--- src/rtl/timer_pkg.sv ---
// Shared constants, state types and frame helpers for timer_uart_tx.
// Optional parity build: define TIMER_UART_PARITY_EN.
package timer_pkg;

  localparam int DEFAULT_CLKS_PER_BIT = 1250;

  localparam logic [7:0] ASCII_ZERO  = 8'h30;
  localparam logic [7:0] ASCII_COLON = 8'h3A;
  localparam logic [7:0] ASCII_SPACE = 8'h20;
  localparam logic [7:0] ASCII_STAR  = 8'h2A;
  localparam logic [7:0] ASCII_CR    = 8'h0D;
  localparam logic [7:0] ASCII_LF    = 8'h0A;

  localparam logic [3:0] LAST_BYTE = 4'd10;

  typedef enum logic [1:0] {
    S_IDLE,
    S_LOAD,
    S_SEND,
    S_WAIT
  } seq_state_t;

  typedef enum logic [2:0] {
    B_IDLE,
    B_START,
    B_DATA,
    B_PARITY,
    B_STOP
  } ser_state_t;

  function automatic logic [7:0] tens(input logic [5:0] v);
    return ASCII_ZERO + {2'b00, v / 6'd10};
  endfunction

  function automatic logic [7:0] units(input logic [5:0] v);
    return ASCII_ZERO + {2'b00, v % 6'd10};
  endfunction

  // Byte idx of the "HH:MM:SS<flag>\r\n" report.
  function automatic logic [7:0] frame_byte(
    input logic [3:0] idx,
    input logic [5:0] h,
    input logic [5:0] m,
    input logic [5:0] s,
    input logic       flag
  );
    logic [7:0] b;
    unique case (idx)
      4'd0:    b = tens(h);
      4'd1:    b = units(h);
      4'd2:    b = ASCII_COLON;
      4'd3:    b = tens(m);
      4'd4:    b = units(m);
      4'd5:    b = ASCII_COLON;
      4'd6:    b = tens(s);
      4'd7:    b = units(s);
      4'd8:    b = flag ? ASCII_STAR : ASCII_SPACE;
      4'd9:    b = ASCII_CR;
      default: b = ASCII_LF;
    endcase
    return b;
  endfunction

endpackage

--- src/rtl/timer_uart_tx_byte.sv ---
// One-byte UART serializer: start, 8 data LSB first, optional parity, stop.
// Parity bit present only when TIMER_UART_PARITY_EN is defined.
module uart_tx_byte
  import timer_pkg::*;
#(
  parameter int CLKS_PER_BIT = DEFAULT_CLKS_PER_BIT
) (
  input  logic       clk,
  input  logic       reset,
  input  logic       start,
  input  logic [7:0] data,
  output logic       tx,
  output logic       byte_done
);

  localparam logic [15:0] LAST = 16'(CLKS_PER_BIT - 1);

  ser_state_t  state;
  ser_state_t  state_n;
  logic [15:0] cnt;
  logic [2:0]  bit_idx;
  logic [7:0]  data_q;
  logic        bit_end;

  assign bit_end = (cnt == LAST);

  // state register
  always_ff @(posedge clk) begin
    if (reset) state <= B_IDLE;
    else       state <= state_n;
  end

  // baud counter, bit index and latched byte
  always_ff @(posedge clk) begin
    if (reset) begin
      cnt     <= '0;
      bit_idx <= '0;
      data_q  <= '0;
    end else if (state == B_IDLE) begin
      cnt     <= '0;
      bit_idx <= '0;
      if (start) data_q <= data;
    end else if (bit_end) begin
      cnt <= '0;
      if (state == B_DATA) bit_idx <= bit_idx + 3'd1;
    end else begin
      cnt <= cnt + 16'd1;
    end
  end

  // next state and line level; byte_done marks the last stop cycle
  always_comb begin
    state_n   = state;
    tx        = 1'b1;
    byte_done = 1'b0;
    unique case (state)
      B_IDLE: begin
        if (start) state_n = B_START;
      end
      B_START: begin
        tx = 1'b0;
        if (bit_end) state_n = B_DATA;
      end
      B_DATA: begin
        tx = data_q[bit_idx];
        if (bit_end && bit_idx == 3'd7) begin
`ifdef TIMER_UART_PARITY_EN
          state_n = B_PARITY;
`else
          state_n = B_STOP;
`endif
        end
      end
`ifdef TIMER_UART_PARITY_EN
      B_PARITY: begin
        tx = ^data_q;
        if (bit_end) state_n = B_STOP;
      end
`endif
      B_STOP: begin
        byte_done = bit_end;
        if (bit_end) state_n = B_IDLE;
      end
      default: state_n = B_IDLE;
    endcase
  end

endmodule

--- src/rtl/timer_uart_tx.sv ---
// Sends an "HH:MM:SS<flag>\r\n" report over UART on request or timer expiry.
// Define TIMER_UART_PARITY_EN for an even-parity bit per byte.
module timer_uart_tx
  import timer_pkg::*;
#(
  parameter int CLKS_PER_BIT = DEFAULT_CLKS_PER_BIT
) (
  input  logic       clk,
  input  logic       reset,
  input  logic       send,
  input  logic [1:0] sel,
  input  logic [5:0] hours,
  input  logic [5:0] minutes,
  input  logic [5:0] seconds,
  input  logic       done,
  output logic       tx,
  output logic       busy
);

  seq_state_t state;
  seq_state_t state_n;
  logic [3:0] byte_idx;
  logic       done_q;
  logic       armed;
  logic       busy_q;
  logic [5:0] snap_h;
  logic [5:0] snap_m;
  logic [5:0] snap_s;
  logic       snap_done;
  logic       trig;
  logic       accept;
  logic       start;
  logic       byte_done;
  logic       last_done;
  logic [7:0] data;

  // armed keeps a done level held across reset from looking like an edge
  assign trig      = (send && sel == 2'd2) || (done && !done_q && armed);
  assign accept    = trig && !busy_q;
  assign last_done = (state == S_WAIT) && byte_done
                     && (byte_idx == LAST_BYTE);
  assign busy      = busy_q;
  assign data      = frame_byte(byte_idx, snap_h, snap_m, snap_s, snap_done);

  // trigger detection, snapshot and busy flag
  always_ff @(posedge clk) begin
    if (reset) begin
      done_q    <= 1'b0;
      armed     <= 1'b0;
      busy_q    <= 1'b0;
      snap_h    <= '0;
      snap_m    <= '0;
      snap_s    <= '0;
      snap_done <= 1'b0;
    end else begin
      done_q <= done;
      armed  <= 1'b1;
      if (accept) begin
        busy_q    <= 1'b1;
        snap_h    <= hours;
        snap_m    <= minutes;
        snap_s    <= seconds;
        snap_done <= done;
      end else if (last_done) begin
        busy_q <= 1'b0;
      end
    end
  end

  // sequencer state and byte index
  always_ff @(posedge clk) begin
    if (reset) begin
      state    <= S_IDLE;
      byte_idx <= '0;
    end else begin
      state <= state_n;
      if (state == S_IDLE) byte_idx <= '0;
      else if (state == S_WAIT && byte_done && !last_done)
        byte_idx <= byte_idx + 4'd1;
    end
  end

  // IDLE waits one cycle after accept so byte 0 starts on edge +2
  always_comb begin
    state_n = state;
    start   = 1'b0;
    unique case (state)
      S_IDLE: if (busy_q) state_n = S_LOAD;
      S_LOAD: begin
        start   = 1'b1;
        state_n = S_SEND;
      end
      S_SEND: state_n = S_WAIT;
      S_WAIT: begin
        if (byte_done) state_n = last_done ? S_IDLE : S_LOAD;
      end
      default: state_n = S_IDLE;
    endcase
  end

  uart_tx_byte #(
    .CLKS_PER_BIT(CLKS_PER_BIT)
  ) u_ser (
    .clk      (clk),
    .reset    (reset),
    .start    (start),
    .data     (data),
    .tx       (tx),
    .byte_done(byte_done)
  );

endmodule

--- config.mk ---
export PLATFORM = sky130hd
export DESIGN_NAME = timer_uart_tx
export DESIGN_NICKNAME = d
export VERILOG_FILES = /design/src/rtl/timer_pkg.sv /design/src/rtl/timer_uart_tx_byte.sv /design/src/rtl/timer_uart_tx.sv
export SDC_FILE = /design/constraint.sdc
export NUM_CORES = 1
export LEC_CHECK = 0
export ABC_AREA = 1
export CORE_MARGIN = 3
export CORE_UTILIZATION = 37
export DETAILED_ROUTE_END_ITERATION = 12
export DONT_BUFFER_PORTS = 1
export HOLD_SLACK_MARGIN = 0.08
export PLACE_DENSITY = 0.53
export SLEW_MARGIN = 10
export SYNTH_ARGS = -nofsm -noshare
export SYNTH_HDL_FRONTEND = slang
export SYNTH_SLANG_ARGS = --single-unit
--- constraint.sdc ---
create_clock -name clk -period 6 [get_ports clk]
set_clock_uncertainty 0.15 [all_clocks]
set_input_delay 0.3 -clock clk [delete_from_list [all_inputs] [get_ports clk]]
set_output_delay 0.3 -clock clk [all_outputs]
set_load 0.01 [all_outputs]
Yosys cells after proc, flatten, opt, wreduce, memory -nomap -nowiden
Index checks and enable logic that the tools add are counted.
{ "totals": {"inputBits": 24, "word_cells": 97, "regBits": 58} }
{ "op_classes": {"add_sub_neg": 9, "mux": 19, "div_mod_pow": 6, "order_cmp": 1, "n_reduce_logical": 24, "n_eq_ne": 25} }
{ "ops": {"columns": ["op", "count"], "rows": [
  ["one-hot mux 7 bit (9 select lines)", 1],
  ["adder 6 x 6 -> 7 bit (first input constant)", 6],
  ["divider 6 x 4 -> 6 bit (second input constant)", 3],
  ["remainder unit 6 x 4 -> 6 bit (second input constant)", 3],
  ["adder 16 x 1 -> 16 bit (second input constant)", 1],
  ["== test 16 x 11 -> 1 bit (second input constant)", 1],
  ["== test 4 x 3 -> 1 bit (second input constant)", 4],
  ["== test 4 bit (second input constant)", 3],
  ["2-to-1 mux 3 bit", 4],
  ["one-hot mux 3 bit (4 select lines)", 1],
  ["== test 4 x 2 -> 1 bit (second input constant)", 2],
  ["logical AND 1 bit", 8],
  ["inequality test 2 bit (second input constant)", 4],
  ["one-hot mux 2 bit (4 select lines)", 1],
  ["2-to-1 mux 1 bit", 7],
  ["== test 2 bit (second input constant)", 3],
  ["== test 3 bit (second input constant)", 2],
  ["AND reduction 2 bit", 3],
  ["OR reduction 2 bit", 3],
  ["adder 4 x 1 -> 4 bit (second input constant)", 1],
  ["== test 4 x 1 -> 1 bit (second input constant)", 1],
  ["logical NOT 4 bit", 1],
  ["< comparator 3 x 4 -> 1 bit (second input constant)", 1],
  ["2-to-1 mux 2 bit", 2],
  ["15 further kinds", 18]
]} }

Depth between registers and ports, before layout
{ "depth": {"ltp_word": 7, "mapped_depth": 19, "depth_no_buf": 19} }

Modules after synthesis
Synthesis repeated with hierarchy kept, for this count alone.
{ "hier_totals": {"cells_unflattened": 516, "hier_area_um2": 3522.1} }
{ "by_module_without_submodules": {"columns": ["module", "seq_area_each_um2", "cells_each", "instances", "area_each_um2"], "rows": [
  ["timer_uart_tx", 560.5, 314, 1, 2039.5],
  ["uart_tx_byte", 600.6, 202, 1, 1482.7]
]} }

Worst setup path after synthesis
No wires, ideal clock.
{ "synth_timing": {"kind": "reg2reg", "startpoint": "register snap_m[4]", "endpoint": "register u_ser.data_q[5]", "arrival_ns": 1.988, "setup_ns": 0.134, "path_slack_ns": 3.728, "path_stages_with_launch": 18, "period_less_slack_ns": 2.272, "cell_sequence": "dfxtp_1 -> inv_1 -> ha_1 -> inv_1 -> nand2_1 -> nand2_4 -> clkinv_4 -> nand2_4 -> nand3_1 -> nand2_4 -> inv_4 -> nand2_4 -> xnor2_1 -> nand3_2 -> ha_1 -> o21ai_0 -> nand2_1 -> a21oi_1"} }
{ "synth_between": {"elab_chain_cells": 3} }
{ "synth_lines": {"columns": ["item", "line", "source"], "rows": [
  ["start: declaration", "timer_uart_tx.sv:27", "logic [5:0] snap_m;"],
  ["start signal: assignment", "timer_uart_tx.sv:61", "snap_m <= minutes;"],
  ["remainder unit 6 x 4 -> 6 bit / divider 6 x 4 -> 6 bit (equally long branches)", "timer_pkg.sv:36, timer_pkg.sv:32", null],
  ["adder 6 x 6 -> 7 bit, on equally long branches", "timer_pkg.sv:36, timer_pkg.sv:32", null],
  ["one-hot mux 7 bit (9 select lines) (*)", "timer_pkg.sv:48", "unique case (idx)"],
  ["end signal: assignment", "timer_uart_tx_byte.sv:42", "if (start) data_q <= data;"],
  ["end: declaration", "timer_uart_tx_byte.sv:22", "logic [7:0] data_q;"]
]} }
Every way passes the cells marked *; elsewhere a longest branch is shown, timed or not.
A chain may end at the register's enable or synchronous reset.

Worst setup path in the final report
Ends and elaborated chain as after synthesis.

==> metrics <==
status=finished clean; initial antenna violation count=0; final instance count without filler cells=636; number of unique standard cell types used by synthesis=39; maximum clock path buffer count=2; total congestion overflow=0; Critical Path Slowest Stage Cell=dfxtp_1; Final Util=44.6%; Top cell by count, worst path=nand2_4; number of global-route vias before repair=~3,000; relative area change from synthesis to final layout=16.5%; Routed Antenna Nets=0; HPWL reported at the end of detailed placement=between 5 and 6 mm; Clk Latency, worst-skew pair=340 ps; Critical Path Start=snap_m[4]$_SDFFE_PP0P_; portion of the post-synthesis area used by sequential elements=around a third; number of setup violations in the final report=0; Core ar.=~8800 sq um; CTS Root Buffer Type=clkbuf_8; Die Footprint=about 10,000 sq um; total negative setup slack=0 ps; clock period minus final worst setup slack=between 2000 and 2500 ps; width of the chip=just over 100 um; number of buffers created by CTS=9; Reg-to-Reg Start=snap_m[4]$_SDFFE_PP0P_; r2r worst-path depth=17; final wirelength=7.54 mm; sequential share of power=between 30% and 40%; cell count after synthesis=499; clock sink count=between 50 and 60; global-route wire length before repair=around 13 mm; initial cell density of the core=about two fifths; NetSw=approximately 0.38 mW; number of buffers added for setup after CTS=0; Maximum Capacitance Violations=0; net count of the finished layout=560; fraction of synthesis flops using an asynchronous set or reset pin=0%; number of cells in the design after placement=roughly 600; top post-synthesis cells by count=99 x nand2_1, 73 x inv_1, 57 x dfxtp_1; crit path capture type=flop; violation count after the first detailed-route iteration=165; most used standard cell by instance count after synthesis=nand2_1; Site Rows=34; combinational cell fraction of total power=~23%; headroom to the max-slew limit=32.9%; unrepaired setup endpoints after global routing=false; sw frac=around 32%; top flip-flop cell by instance count after synthesis=dfxtp_1; share of layout cells above drive strength 1=under 10%; worst vdd ir=around 0.00015 V; cell types occupying the most area after synthesis=dfxtp_1 34%, nand2_1 11%, inv_1 8.2%, a21oi_1 6.7%, nand3_1 6.3%; Worst EP required=just over 6000 ps; Post-Synthesis Cell Area=between 3000 and 4000 sq um; Max Clock Freq=about 400 MHz; worst hold path cell count=2; total track usage=16.0%; kind of critical path=reg -> reg; number of levels in the clock H-tree=3; Worst Max-Slew Pin Slew=1000 ps; final hold violation count=0; number of inserted diodes=0; share of the clock period used by the worst path after layout=between 40% and 50%; TritonCTS clock tree=built; classification of the worst-slack hold path=in -> reg; Buffers on Ports=0; Worst Slack Setup Final=roughly 3500 ps; relative contribution of the clock network to total power=between 30% and 40%; number of pins with negative max-slew slack in the final report=0; minimum setup slack after placement=around 3600 ps; highest cell delay on the worst timing path=350 ps; proportion of netlist area held by the largest area contributor=34.0%; kind of start point of the critical path=flop; series of cell instances along the critical path=inv_1 > ha_1 > inv_1 > nand2_1 > nand2_4 > clkinv_4 > nand2_4 > nand2_4 > nand2_1 > nand3_2 > nand2_4 > xnor2_1 > nand3_2 > ha_1 > o21ai_0 > nand2_1 > a21oi_1; Leakage=between 1.5 and 2 nW; post-detailed-route DRC marker count=0; YS warnings=0; # IOs=26; count of flip-flops with a built-in enable after synthesis=0; routed wirelength normalized by instance count=11.8 um; Die Span Y=between 100 and 150 um; post-synth net total=about 540; number of optimization iterations in the first detailed-route pass=4; Final GP Congestion=approximately 0.8; library cell occupying the most area in the post-synthesis netlist=dfxtp_1; largest net degree at the start of global routing=36; Max Fanout on Critical Path=4; CP Data Arrival Time=around 2500 ps; total power density per cell area=between 300 and 400 nW/um^2; post-cts repair resize count=0; number of vias per cell after detailed routing=4.97; clock-pin transition on the worst setup and hold timing paths=approximately 80 ps; via count of the routed design=about 3,200; #FFs+latches synth=57; min-delay src=minutes[1]; average size of a mapped cell=roughly 6.7 sq um; internal power contribution=roughly 0.80 mW
[path summary, 6_finish.rpt]
check / endpoint / slack, ps
worst max-delay path: u_ser.data_q[5]$_SDFFE_PP0P_ / 3520
worst min-delay path: snap_m[1]$_SDFFE_PP0P_ / 110
worst min register to register: u_ser.data_q[2]$_SDFFE_PP0P_ / 320
worst max register to register: u_ser.data_q[5]$_SDFFE_PP0P_ / 3520
[metrics by stage]
step           area (sq um)  hold slack (ps)  total power [mW]
3_3_place_gp           3470              217             0.715
3_5_place_dp           3470              218             0.720
6_report               3910              106              1.18
2_1_floorplan          3360              286             0.668
4_1_cts                3910             85.3              1.19
5_1_grt                3910              177              1.26
[flip-flops by register name (all words and copies together) (netlist names), 2 cells and up]
signal         count
state              2
u_ser.data_q       7
u_ser.state        3
snap_s             6
snap_h             6
u_ser.bit_idx      3
byte_idx           4
u_ser.cnt         16
snap_m             6
[cells in the final DEF (no fill, tap or decap), types with 2 or more instances in the layout]
cell	synthesis	routed
nor2_1	43	43
nand2_2	3	3
o211ai_1	7	7
bufinv_16	0	3
inv_1	73	73
a31oi_1	3	3
o21ai_1	5	5
clkbuf_8	0	9
ha_1	13	13
nor3b_1	2	2
nand4_1	11	11
nor4_1	2	2
nor2_2	6	6
nand3_4	2	2
nand3_2	2	2
a21oi_1	45	45
dlygate4sd3_1	0	19
nand2_4	5	5
dfxtp_1	57	57
nand2_1	99	99
a22oi_1	2	2
nor3_1	10	10
xor2_1	2	2
inv_2	6	6
clkinv_4	1	4
o21ai_0	37	37
nand3_1	42	42
nand3b_1	2	2
[cells by family (layout without fill, tap and decap cells)]
kind of cell	count (synthesis)	count (layout)	share of synthesized area (%)
adders and majority gates	13	13	4.85
muxes	1	1	0.298
and+or+nand+nor	231	231	32.9
xor gates and xnor gates	3	3	0.783
DFF	57	57	34.0
other	1	1	0.112
buffers and inverters	88	117	10.1
AOI/OAI and AO/OA	105	105	17.0
[worst max-delay path: cells and delay by family (launching register included)]
family	cells	cell delay, ps
AOI/OAI and AO/OA	2	120
xor gates and xnor gates	1	140
adders and majority gates	2	560
buffers and inverters	3	210
DFF	1	350
and+or+nand+nor	9	800
[repair_timing]
action	4_1_cts	5_1_grt
setup endpoints to repair	0	0
endpoints found under the hold margin	35	0
hold buffers	19	0
[area by class of cell]
class / count / area, sq um
inverters: 82 / 315
clock buffers: 9 / 124
flip-flops and latches: 57 / 1140
well taps: 108 / 135
clock inverters: 7 / 128
repair buffers: 19 / 190
multi-input cells: 354 / 1880
fillers: 900 / 4850
[power groups by stage]
stage | clock network, mW | registers [mW] | logic [mW]
2_1_floorplan | 0 | 0.450 | 0.218
3_3_place_gp | 0 | 0.457 | 0.258
3_5_place_dp | 0 | 0.457 | 0.262
4_1_cts | 0.471 | 0.449 | 0.274
5_1_grt | 0.485 | 0.455 | 0.316
6_report | 0.459 | 0.449 | 0.274
[metal layers]
metal	up-vias	wire length, um	track usage (%)
li1	1696	-	-
met1	1396	3730	20.4
met2	53	3450	26.2
met3	14	210	3.17
met4	0	148	6.95
met5	-	0	0
(Power assumes the default switching activity.)
